--- config.mk ---
export PLATFORM = sky130hd
export DESIGN_NAME = rot_regfile_reader
export DESIGN_NICKNAME = d
export VERILOG_FILES = /design/src/rtl/rot_regfile_reader.sv
export SDC_FILE = /design/constraint.sdc
export NUM_CORES = 1
export LEC_CHECK = 0
export ABC_AREA = 1
export CORE_MARGIN = 5
export CORE_UTILIZATION = 55
export CTS_CLUSTER_SIZE = 20
export DETAILED_ROUTE_END_ITERATION = 8
export PLACE_DENSITY = 0.83
export SLEW_MARGIN = 25
export SYNTH_ARGS = -nofsm -noshare
export SYNTH_HDL_FRONTEND = slang
export SYNTH_SLANG_ARGS = --single-unit
--- constraint.sdc ---
create_clock -name clk -period 3.6 [get_ports clk]
set_clock_uncertainty 0.1 [all_clocks]
set_input_delay 0.36 -clock clk [delete_from_list [all_inputs] [get_ports clk]]
set_output_delay 0.36 -clock clk [all_outputs]
set_load 0.005 [all_outputs]
--- src/rtl/rot_regfile_reader.sv ---
// Reads one 32-bit register from a nibble-serial register file. Eight nibbles
// are collected over one full pass of the shared phase counter, then presented as a single word.
module rot_regfile_reader #(
  parameter int ADDR_BITS = 4
) (
  input  logic                 clk,
  input  logic                 rst,
  input  logic [2:0]           counter,
  output logic [ADDR_BITS-1:0] rf_addr,
  input  logic [3:0]           rf_data,
  input  logic                 req_valid,
  input  logic [ADDR_BITS-1:0] req_addr,
  output logic                 req_ready,
  output logic                 rsp_valid,
  output logic [31:0]          rsp_data,
  input  logic                 rsp_ready
);

  typedef enum logic [1:0] {IDLE, ALIGN, CAPTURE, RESP} state_t;

  state_t               r_state;
  logic [ADDR_BITS-1:0] r_addr;
  logic [27:0]          r_buf;
  logic [31:0]          r_rspData;
  logic                 r_reqReady;
  logic                 r_rspValid;
  logic [4:0]           w_slot;

  assign w_slot    = {counter, 2'b00};
  assign rf_addr   = r_addr;
  assign req_ready = r_reqReady;
  assign rsp_valid = r_rspValid;
  assign rsp_data  = r_rspData;

  // Nibbles 0..6 go into a staging buffer so that rsp_data keeps the previous
  // word until the new one is complete; nibble 7 commits the whole word.
  always_ff @(posedge clk or posedge rst) begin
    if (rst) begin
      r_state    <= IDLE;
      r_addr     <= '0;
      r_buf      <= '0;
      r_rspData  <= '0;
      r_reqReady <= 1'b1;
      r_rspValid <= 1'b0;
    end else begin
      case (r_state)
        IDLE: begin
          if (req_valid) begin
            r_addr     <= req_addr;
            r_reqReady <= 1'b0;
            r_state    <= ALIGN;
          end
        end
        ALIGN: begin
          if (counter == 3'd0) begin
            r_buf[3:0] <= rf_data;
            r_state    <= CAPTURE;
          end
        end
        CAPTURE: begin
          if (counter == 3'd7) begin
            r_rspData  <= {rf_data, r_buf};
            r_rspValid <= 1'b1;
            r_state    <= RESP;
          end else begin
            r_buf[w_slot +: 4] <= rf_data;
          end
        end
        RESP: begin
          if (rsp_ready) begin
            r_rspValid <= 1'b0;
            r_reqReady <= 1'b1;
            r_state    <= IDLE;
          end
        end
        default: r_state <= IDLE;
      endcase
    end
  end

endmodule

Word-level counts from Yosys, hierarchy flattened
Index checks and enable logic that the tools add are counted.
{"block": "op_classes", "addsub": 1, "n_bitwise": 1, "n_reduce_logical": 12, "shifts": 2, "n_eq_ne": 9, "n_mux": 15}
{"op": "bitwise mux 28 bit", "n": 1}
{"op": "variable shift 4 x 7 -> 28 bit, first input constant", "n": 1}
{"op": "indexed part select 4 x 7 -> 28 bit", "n": 1}
{"op": "inequality test 2 bit, second input constant", "n": 5}
{"op": "AND reduction 3 bit", "n": 3}
{"op": "two-way mux 2 bit", "n": 4}
{"op": "two-way mux 4 bit", "n": 2}
{"op": "one-hot mux 2 bit (4 select lines)", "n": 1}
{"op": "one-hot mux 4 bit (2 select lines)", "n": 1}
{"op": "negation 5 -> 7 bit", "n": 1}
{"op": "AND reduction 2 bit", "n": 3}
{"op": "nonzero test 2 bit", "n": 3}
{"op": "== test 2 bit, second input constant", "n": 2}
{"op": "two-way mux 1 bit", "n": 4}
{"op": "one-hot mux 1 bit (2 select lines)", "n": 2}
{"op": "AND reduction 4 bit", "n": 1}
{"op": "== test 3 bit, second input constant", "n": 1}
{"op": "logical NOT 3 bit", "n": 1}
{"op": "== test 2 x 1 -> 1 bit, second input constant", "n": 1}
{"op": "logical NOT 2 bit", "n": 1}
{"op": "inverter 1 bit", "n": 1}
{"block": "totals", "output_inout_bits": 38, "elab_cells": 47, "register_bits": 68, "inputBits": 15}

Depth between registers and ports, before layout
Gate-level depths: netlist of the first run.
{"block": "depth", "depth_word": 5, "depth_mapped": 10}

Least setup slack after synthesis of the first run
Ideal clock, no wire load.
{"block": "synth_timing", "kind": "input-to-reg", "start": "input port counter[0]", "end": "register r_buf[12]", "arrival_ns": 1.456, "setup_ns": 0.127, "stages": 8, "path_slack_ns": 1.917, "path_cell_list": "inv_1 -> ha_1 -> ha_1 -> nand2_1 -> nor2_4 -> nand2_1 -> nand2_1 -> o21ai_0"}
{"block": "synth_between", "elab_chain_cells": 3}
{"element": "start: declaration", "line": "8", "rtl": "input logic [2:0] counter,"}
{"element": "negation 5 -> 7 bit / == test 3 bit (equally long branches)", "line": "66, 61"}
{"element": "indexed part select 4 x 7 -> 28 bit (tied with other cells)", "line": "66", "rtl": "r_buf[w_slot +: 4] <= rf_data;"}
{"element": "bitwise mux 28 bit / AND reduction 2 bit (equally long branches)"}
{"element": "end signal: indexed assignment", "line": "66"}
{"element": "end: declaration", "line": "23", "rtl": "logic [27:0] r_buf;"}
Several ways; a longest one is shown, not always the timed one.
A chain may end at the register's enable or synchronous reset.

Worst setup path in the final report of the first run
{"block": "layout_timing", "start": "input port counter[0]", "end": "register r_buf[26]"}
Same word-level chain as after synthesis.

==> run_results.csv, run 1 <==
group,metric,value,unit
floorplanning,rows,26,
synthesis,yosys-mux-area-fraction,0.0156,
drt,drtAntennaViolNets,0,
finish,final_core_util,0.728,
drt,drc_errors,0,
drt,first_pass_iters,4,
hold_path,hold_start,"rsp_data[19]",
clocking,post_cts_buffers,0,
placed_design,preCtsSetupSlack,1.19,ns
floorplanning,die_area,0.00678,mm^2
critical_path,reg2reg_from,"r_state[0]",
sta,fin_crit,2.13,ns
floorplanning,coreArea,0.00511,mm^2
power,netSwitchingPower,0.000899,W
sta,relSlewSlack,0.473,
synthesis,synthXorXnorAreaFrac,0,
synthesis,synth-seq-cells,68,
floorplanning,pin_count,53,
sta,final-hold-violation-count,0,
clocking,clk_pin_slew,0.06,ns
hold_path,hold_class,"flop to flop",
sta,setup_violations,0,
clocking,cts_buffers,9,
finish,nets,407,
floorplanning,start_util,0.564,
power,p_leak,1.92,nW
critical_path,worstSetupStartpointType,"primary input",
global_routing,grt_max_degree,39,
finish,drive_gt1_frac,0.0876,
drt,viasPerCell,4.86,
run_status,status,"finished clean",
synthesis,yosys.area_share.adder,0.0348,
synthesis,synth-simple-area-share,0.255,
job,drv_cap,0,
finish,antenna_cells,0,
hold_path,whs_path_depth,2,
power,p_seq_frac,0.427,
sta,maxSlewViolCount,0,
critical_path,crit_fanout,10,
floorplanning,die_w,82.4,um
global_routing,grt_pass1_vias,2272,
power,power_density,813,mW/mm^2
power,clockPowerShare,0.247,
synthesis,post_synth_instance_area,0.00288,mm^2
power,switching_share,0.297,
synthesis,synth_compound_area_frac,0.0591,
global_routing,antenna_found_initial,0,
critical_path,reg2reg_depth,9,
synthesis,synthDistinctLibCells,21,
synthesis,synth.net_count,348,
drt,drt_iter0_drc,146,
placed_design,place.gp.congestion,0.886,
placed_design,port_buffers,52,
power,max-vdd-ir-drop,0.519,mV
clocking,insertion_delay,0.34,ns
global_routing,grt_pass1_wl,10.4,mm
clocking,cts_resized,0,
power,power_frac_comb,0.326,
synthesis,async_flop_share,1.00,
finish,syn_to_final_growth,29.2,%
synthesis,synth_area_per_cell,8.86,um^2
sta,fmax,0.469,GHz
clocking,htreeDepth,3,
critical_path,critPathRequiredTime,3.71,ns
clocking,cts_hold_buf,0,
synthesis,synthFlopType,"dfrtp_1",
synthesis,synth_edf_count,0,
sta,fin_crit_sh,0.592,
drt,drt-total-wl,5.79,mm
synthesis,yosys_warnings,0,
sta,fin_ws,1.47,ns
sta,tightest_slew,0.790,ns
critical_path,end_kind,"flop",
clocking,cts.sinks,68,
critical_path,critPathKind,"primary input to flop",
power,p_int,0.00213,W
drt,num_vias,2226,
sta,tns,0,ns
floorplanning,die_y,82.4,um
synthesis,ys_seq_area_frac,0.591,
global_routing,grt-ovfl-total,0,
drt,detail_route.wl_per_cell,12.7,um
critical_path,worstPathArrival,2.24,ns
clocking,cts_tree,"yes",
clocking,clk_path_buf_depth,2,
global_routing,grt.total_usage,0.203,
synthesis,synth_top_family_by_area,"simple AND/OR/NAND/NOR gates",
clocking,cts_root_buffer,"clkbuf_8",
critical_path,critPathLaunch,"counter[0]",
placed_design,dpl.hpwl,4.23,mm
synthesis,synth_cells,325,
sta,rsz0062_at_grt,"no",
## final timing paths
check | to | slack, ns
setup reg to reg | r_buf[1] | 1.81
max in group asynchronous | req_ready | 2.30
hold / removal | rsp_data[19] | 0.37
min in group asynchronous | rsp_data[8] | 0.39
hold reg to reg | rsp_data[19] | 0.37
setup / recovery | r_buf[26] | 1.47
## worst max-delay path, stage by stage
cell,delay [ns]
clkdlybuf4s50_1,0.51
inv_1,0.11
ha_1,0.22
ha_1,0.22
inv_1,0.12
nand2_2,0.09
nor2_4,0.18
nand2_4,0.12
o21ai_0,0.23
nand2_1,0.08
## cell usage after synthesis (2+ instances only)
library cell | instances | area [um^2]
a21oi_1 | 5 | 25.0
nor2_2 | 3 | 18.8
inv_1 | 23 | 86.3
o21ai_0 | 25 | 125
ha_1 | 8 | 100
nor2_4 | 3 | 33.8
nor2_1 | 16 | 60.1
o21ai_1 | 4 | 20.0
inv_2 | 2 | 7.51
nand2_1 | 147 | 552
mux2_2 | 4 | 45.0
buf_4 | 2 | 15.0
nand3_1 | 6 | 30.0
nand2_2 | 2 | 12.5
dfrtp_1 | 67 | 1680
buf_2 | 3 | 15.0
## flip-flops by register name, summed over array words and instances, names as in the netlist
register,cells
rsp_valid,1
rf_addr,4
req_ready,1
r_buf,28
rsp_data,32
r_state,2
## through the flow
stage          cells  total power, W  area, um^2  hold WS [ns]
2_1_floorplan    325         0.00177        2880         0.342
3_3_place_gp     443         0.00226        3480         0.353
3_5_place_dp     443         0.00231        3480         0.357
4_1_cts          458         0.00306        3720         0.372
5_1_grt          458         0.00327        3720         0.391
6_report         458         0.00302        3720         0.368
## cell type report
| cell class | instances | area, um^2 |
|---|---|---|
| clock buffers | 11 | 141 |
| clock inverters | 4 | 97.6 |
| fillers | 399 | 1390 |
| inverters | 25 | 93.8 |
| multi-input cells | 226 | 1050 |
| flip-flops and latches | 68 | 1700 |
| well taps | 70 | 87.6 |
| repair buffers | 54 | 548 |
## layer usage
metal,share of wire,wire length (um),track usage
met1,0.44,2540,0.254
met2,0.48,2770,0.335
met3,0.074,426,0.0770
met4,0.0097,56,0.0465
met5,0,0,0
## cells by family (layout without fill, tap and decap cells)
| logic type | after synthesis | count (layout) |
|---|---|---|
| adder cells (fa/ha/maj) | 8 | 8 |
| AND/OR/NAND/NOR | 180 | 180 |
| buffers and inverters | 31 | 94 |
| multiplexers | 4 | 4 |
| flip-flops | 68 | 68 |
| AO/OA/AOI/OAI | 34 | 34 |
## power by group through the flow
stage          Combinational, W  Clock, W  Sequential [W]
2_1_floorplan          0.000475         0         0.00129
6_report               0.000986  0.000746         0.00129
3_3_place_gp           0.000971         0         0.00129
4_1_cts                 0.00101  0.000755         0.00129
3_5_place_dp            0.00100         0         0.00130
5_1_grt                 0.00114  0.000800         0.00133
## layout by cell type (no fill, tap or decap)
cell type          n
dfrtp_1           67
inv_1             22
buf_12             1
o21ai_1            4
bufinv_16          3
inv_2              3
ha_1               8
nand3_1            6
clkbuf_8          10
mux2_2             4
nor2_1            16
nor2_4             3
clkdlybuf4s50_1   52
nand2_1          147
clkbuf_1           1
nor2_2             3
nand2_4            1
nor3_1             1
buf_4              1
nand2_2            2
a21oi_1            5
dfstp_2            1
clkinvlp_4         1
o21ai_0           25
nor3_2             1
Power figures use the tool's default switching activity.
==> inputs of run 2 (changes only) <==
CORE_UTILIZATION = 52   (was 55)
PLACE_DENSITY = 0.79   (was 0.83)
clock period = 2 ns   (was 3.6 ns; I/O delays follow)
==> run_results.csv, run 2 (synthesis gave the netlist of run 1 again) <==
group,metric,value,unit
finish,final_common_cell,"nand2_1",
finish,nets,416,
finish,syn_to_final_growth,28.9,%
finish,fillers,429,
floorplanning,rows,27,
global_routing,grt_pass1_wl,10.8,mm
placed_design,preCtsSetupSlack,-0.102,ns
global_routing,use_met1,0.253,
global_routing,grt_pass1_vias,2327,
sta,fmax,0.564,GHz
sta,fin_ws,0.227,ns
clocking,cts_hold_buf,0,
power,max-vdd-ir-drop,0.797,mV
finish,final_cell_mix,"147 x nand2_1, 67 x dfrtp_1, 52 x clkdlybuf4s50_1, 25 x o21ai_0, 22 x inv_1",
finish,largest_register_ffs,32,
clocking,cts_root_buffer,"clkbuf_8",
job,drv_cap,0,
global_routing,grt.total_usage,0.190,
floorplanning,die_y,84.4,um
floorplanning,pin_count,53,
drt,drt_iter0_drc,186,
clocking,post_cts_buffers,0,
critical_path,critPathKind,"flop to flop",
sta,setup_violations,0,
critical_path,critPathRequiredTime,2.15,ns
drt,viasPerCell,4.89,
sta,relSlewSlack,0.627,
critical_path,cpMostUsedCell,"inv_2",
critical_path,critPathMaxStageDelay,0.42,ns
global_routing,use_met3,0.0677,
global_routing,grt_busiest_layer,"met2",
power,total_power,0.00513,W
critical_path,worstSetupStartpointType,"flop",
clocking,clk_pin_slew,0.07,ns
sta,maxSlewViolCount,0,
global_routing,grt_util_met2,0.298,
sta,fin_crit_sh,0.886,
finish,drive_gt1_frac,0.104,
sta,final-hold-violation-count,0,
finish,antenna_cells,0,
critical_path,crit_path_cell_trace,"inv_1 > ha_1 > inv_2 > nor2_4 > inv_2 > nand2_1 > o21ai_1",
run_status,status,"finished clean",
placed_design,dpl.hpwl,4.36,mm
power,power_density,1380,mW/mm^2
global_routing,grt-ovfl-total,0,
floorplanning,start_util,0.529,
floorplanning,die_area,0.00713,mm^2
finish,stdcell_area,0.00371,mm^2
critical_path,path_buf_inv,3,
critical_path,worstPathArrival,1.92,ns
finish,instances_no_fill,468,
critical_path,crit_family,"buffers and inverters",
critical_path,critPathSlowestCell,"inv_2",
clocking,insertion_delay,0.34,ns
sta,whs,0.206,ns
floorplanning,die_w,84.4,um
clocking,cts.sinks,68,
placed_design,place.gp.congestion,0.855,
placed_design,dpl_cell_area,0.00355,mm^2
clocking,cts_buffers,9,
drt,drtAntennaViolNets,0,
global_routing,grt_max_degree,69,
sta,tightest_slew,0.558,ns
global_routing,antenna_found_initial,0,
placed_design,place_inst,454,
drt,num_vias,2288,
drt,detail_route.wl_per_cell,13.1,um
drt,first_pass_iters,4,
sta,rsz0062_at_grt,"no",
drt,drc_errors,0,
clocking,clk_path_buf_depth,2,
hold_path,hold_class,"primary input to asynchronous set/reset pin",
sta,fin_crit,1.77,ns
critical_path,crit_fanout,36,
floorplanning,coreArea,0.00544,mm^2
drt,drt-total-wl,6.13,mm
clocking,htreeDepth,3,
clocking,cts_tree,"yes",
clocking,cts_resized,0,
critical_path,end_kind,"flop",
placed_design,port_buffers,52,
power,p_leak,1.93,nW
## run 2: changes by cell type in the layout (fill, tap and decap cells not counted), sizes merged
cell      delta
buf          +9
clkinvlp     +1
clkinv       +1
clkbuf       +1
inv          -1
bufinv       -3
## run 2: final timing paths
path	from	endpoint	slack [ns]	cells past startpoint
worst min register to register	rsp_data[25]	rsp_data[25]	0.37	2
max in group asynchronous	rst	req_ready	1.29	3
worst max register to register	r_state[0]	rsp_data[31]	0.23	7
worst min-delay path	rst	rsp_data[10]	0.21	3
worst max-delay path	r_state[0]	rsp_data[31]	0.23	7
min in group clk	rsp_data[25]	rsp_data[25]	0.37	2
## run 2: per-stage QoR
step,TNS [ns],utilization
6_report,0,0.683
5_1_grt,0,0.683
4_1_cts,0,0.683
3_5_place_dp,-1.25,0.654
3_3_place_gp,-0.0144,0.654
2_1_floorplan,0,-
## run 2: metal layers
metal	vias up	routed length, um
li1	1141	-
met1	1087	2780
met2	48	2920
met3	12	340
met4	0	90
met5	-	0
## run 2: power by group
part	leakage [nW]	internal, W	switching, W	total (W)
Clock	0.0783	0.000469	0.000476	0.000945
Sequential	0.879	0.00200	0.000333	0.00233
Combinational	0.970	0.000999	0.000850	0.00185
Total	1.93	0.00347	0.00166	0.00513
## run 2: tightest hold or removal path, cell delays in order
cell	delay [ns]
clkdlybuf4s50_1	0.44
clkinvlp_4	0.09
buf_12	0.31
## run 2: area by class of cell
| cell class | count | area (um^2) | share of cell area |
|---|---|---|---|
| Inverter | 25 | 97.6 | 0.0263 |
| Clock inverter | 2 | 12.5 | 0.00337 |
| Sequential cell | 68 | 1700 | 0.459 |
| Timing Repair Buffer | 63 | 616 | 0.166 |
| Multi-Input combinational cell | 226 | 1050 | 0.282 |
| Tap cell | 72 | 90.1 | 0.0243 |
| Clock buffer | 12 | 145 | 0.0391 |
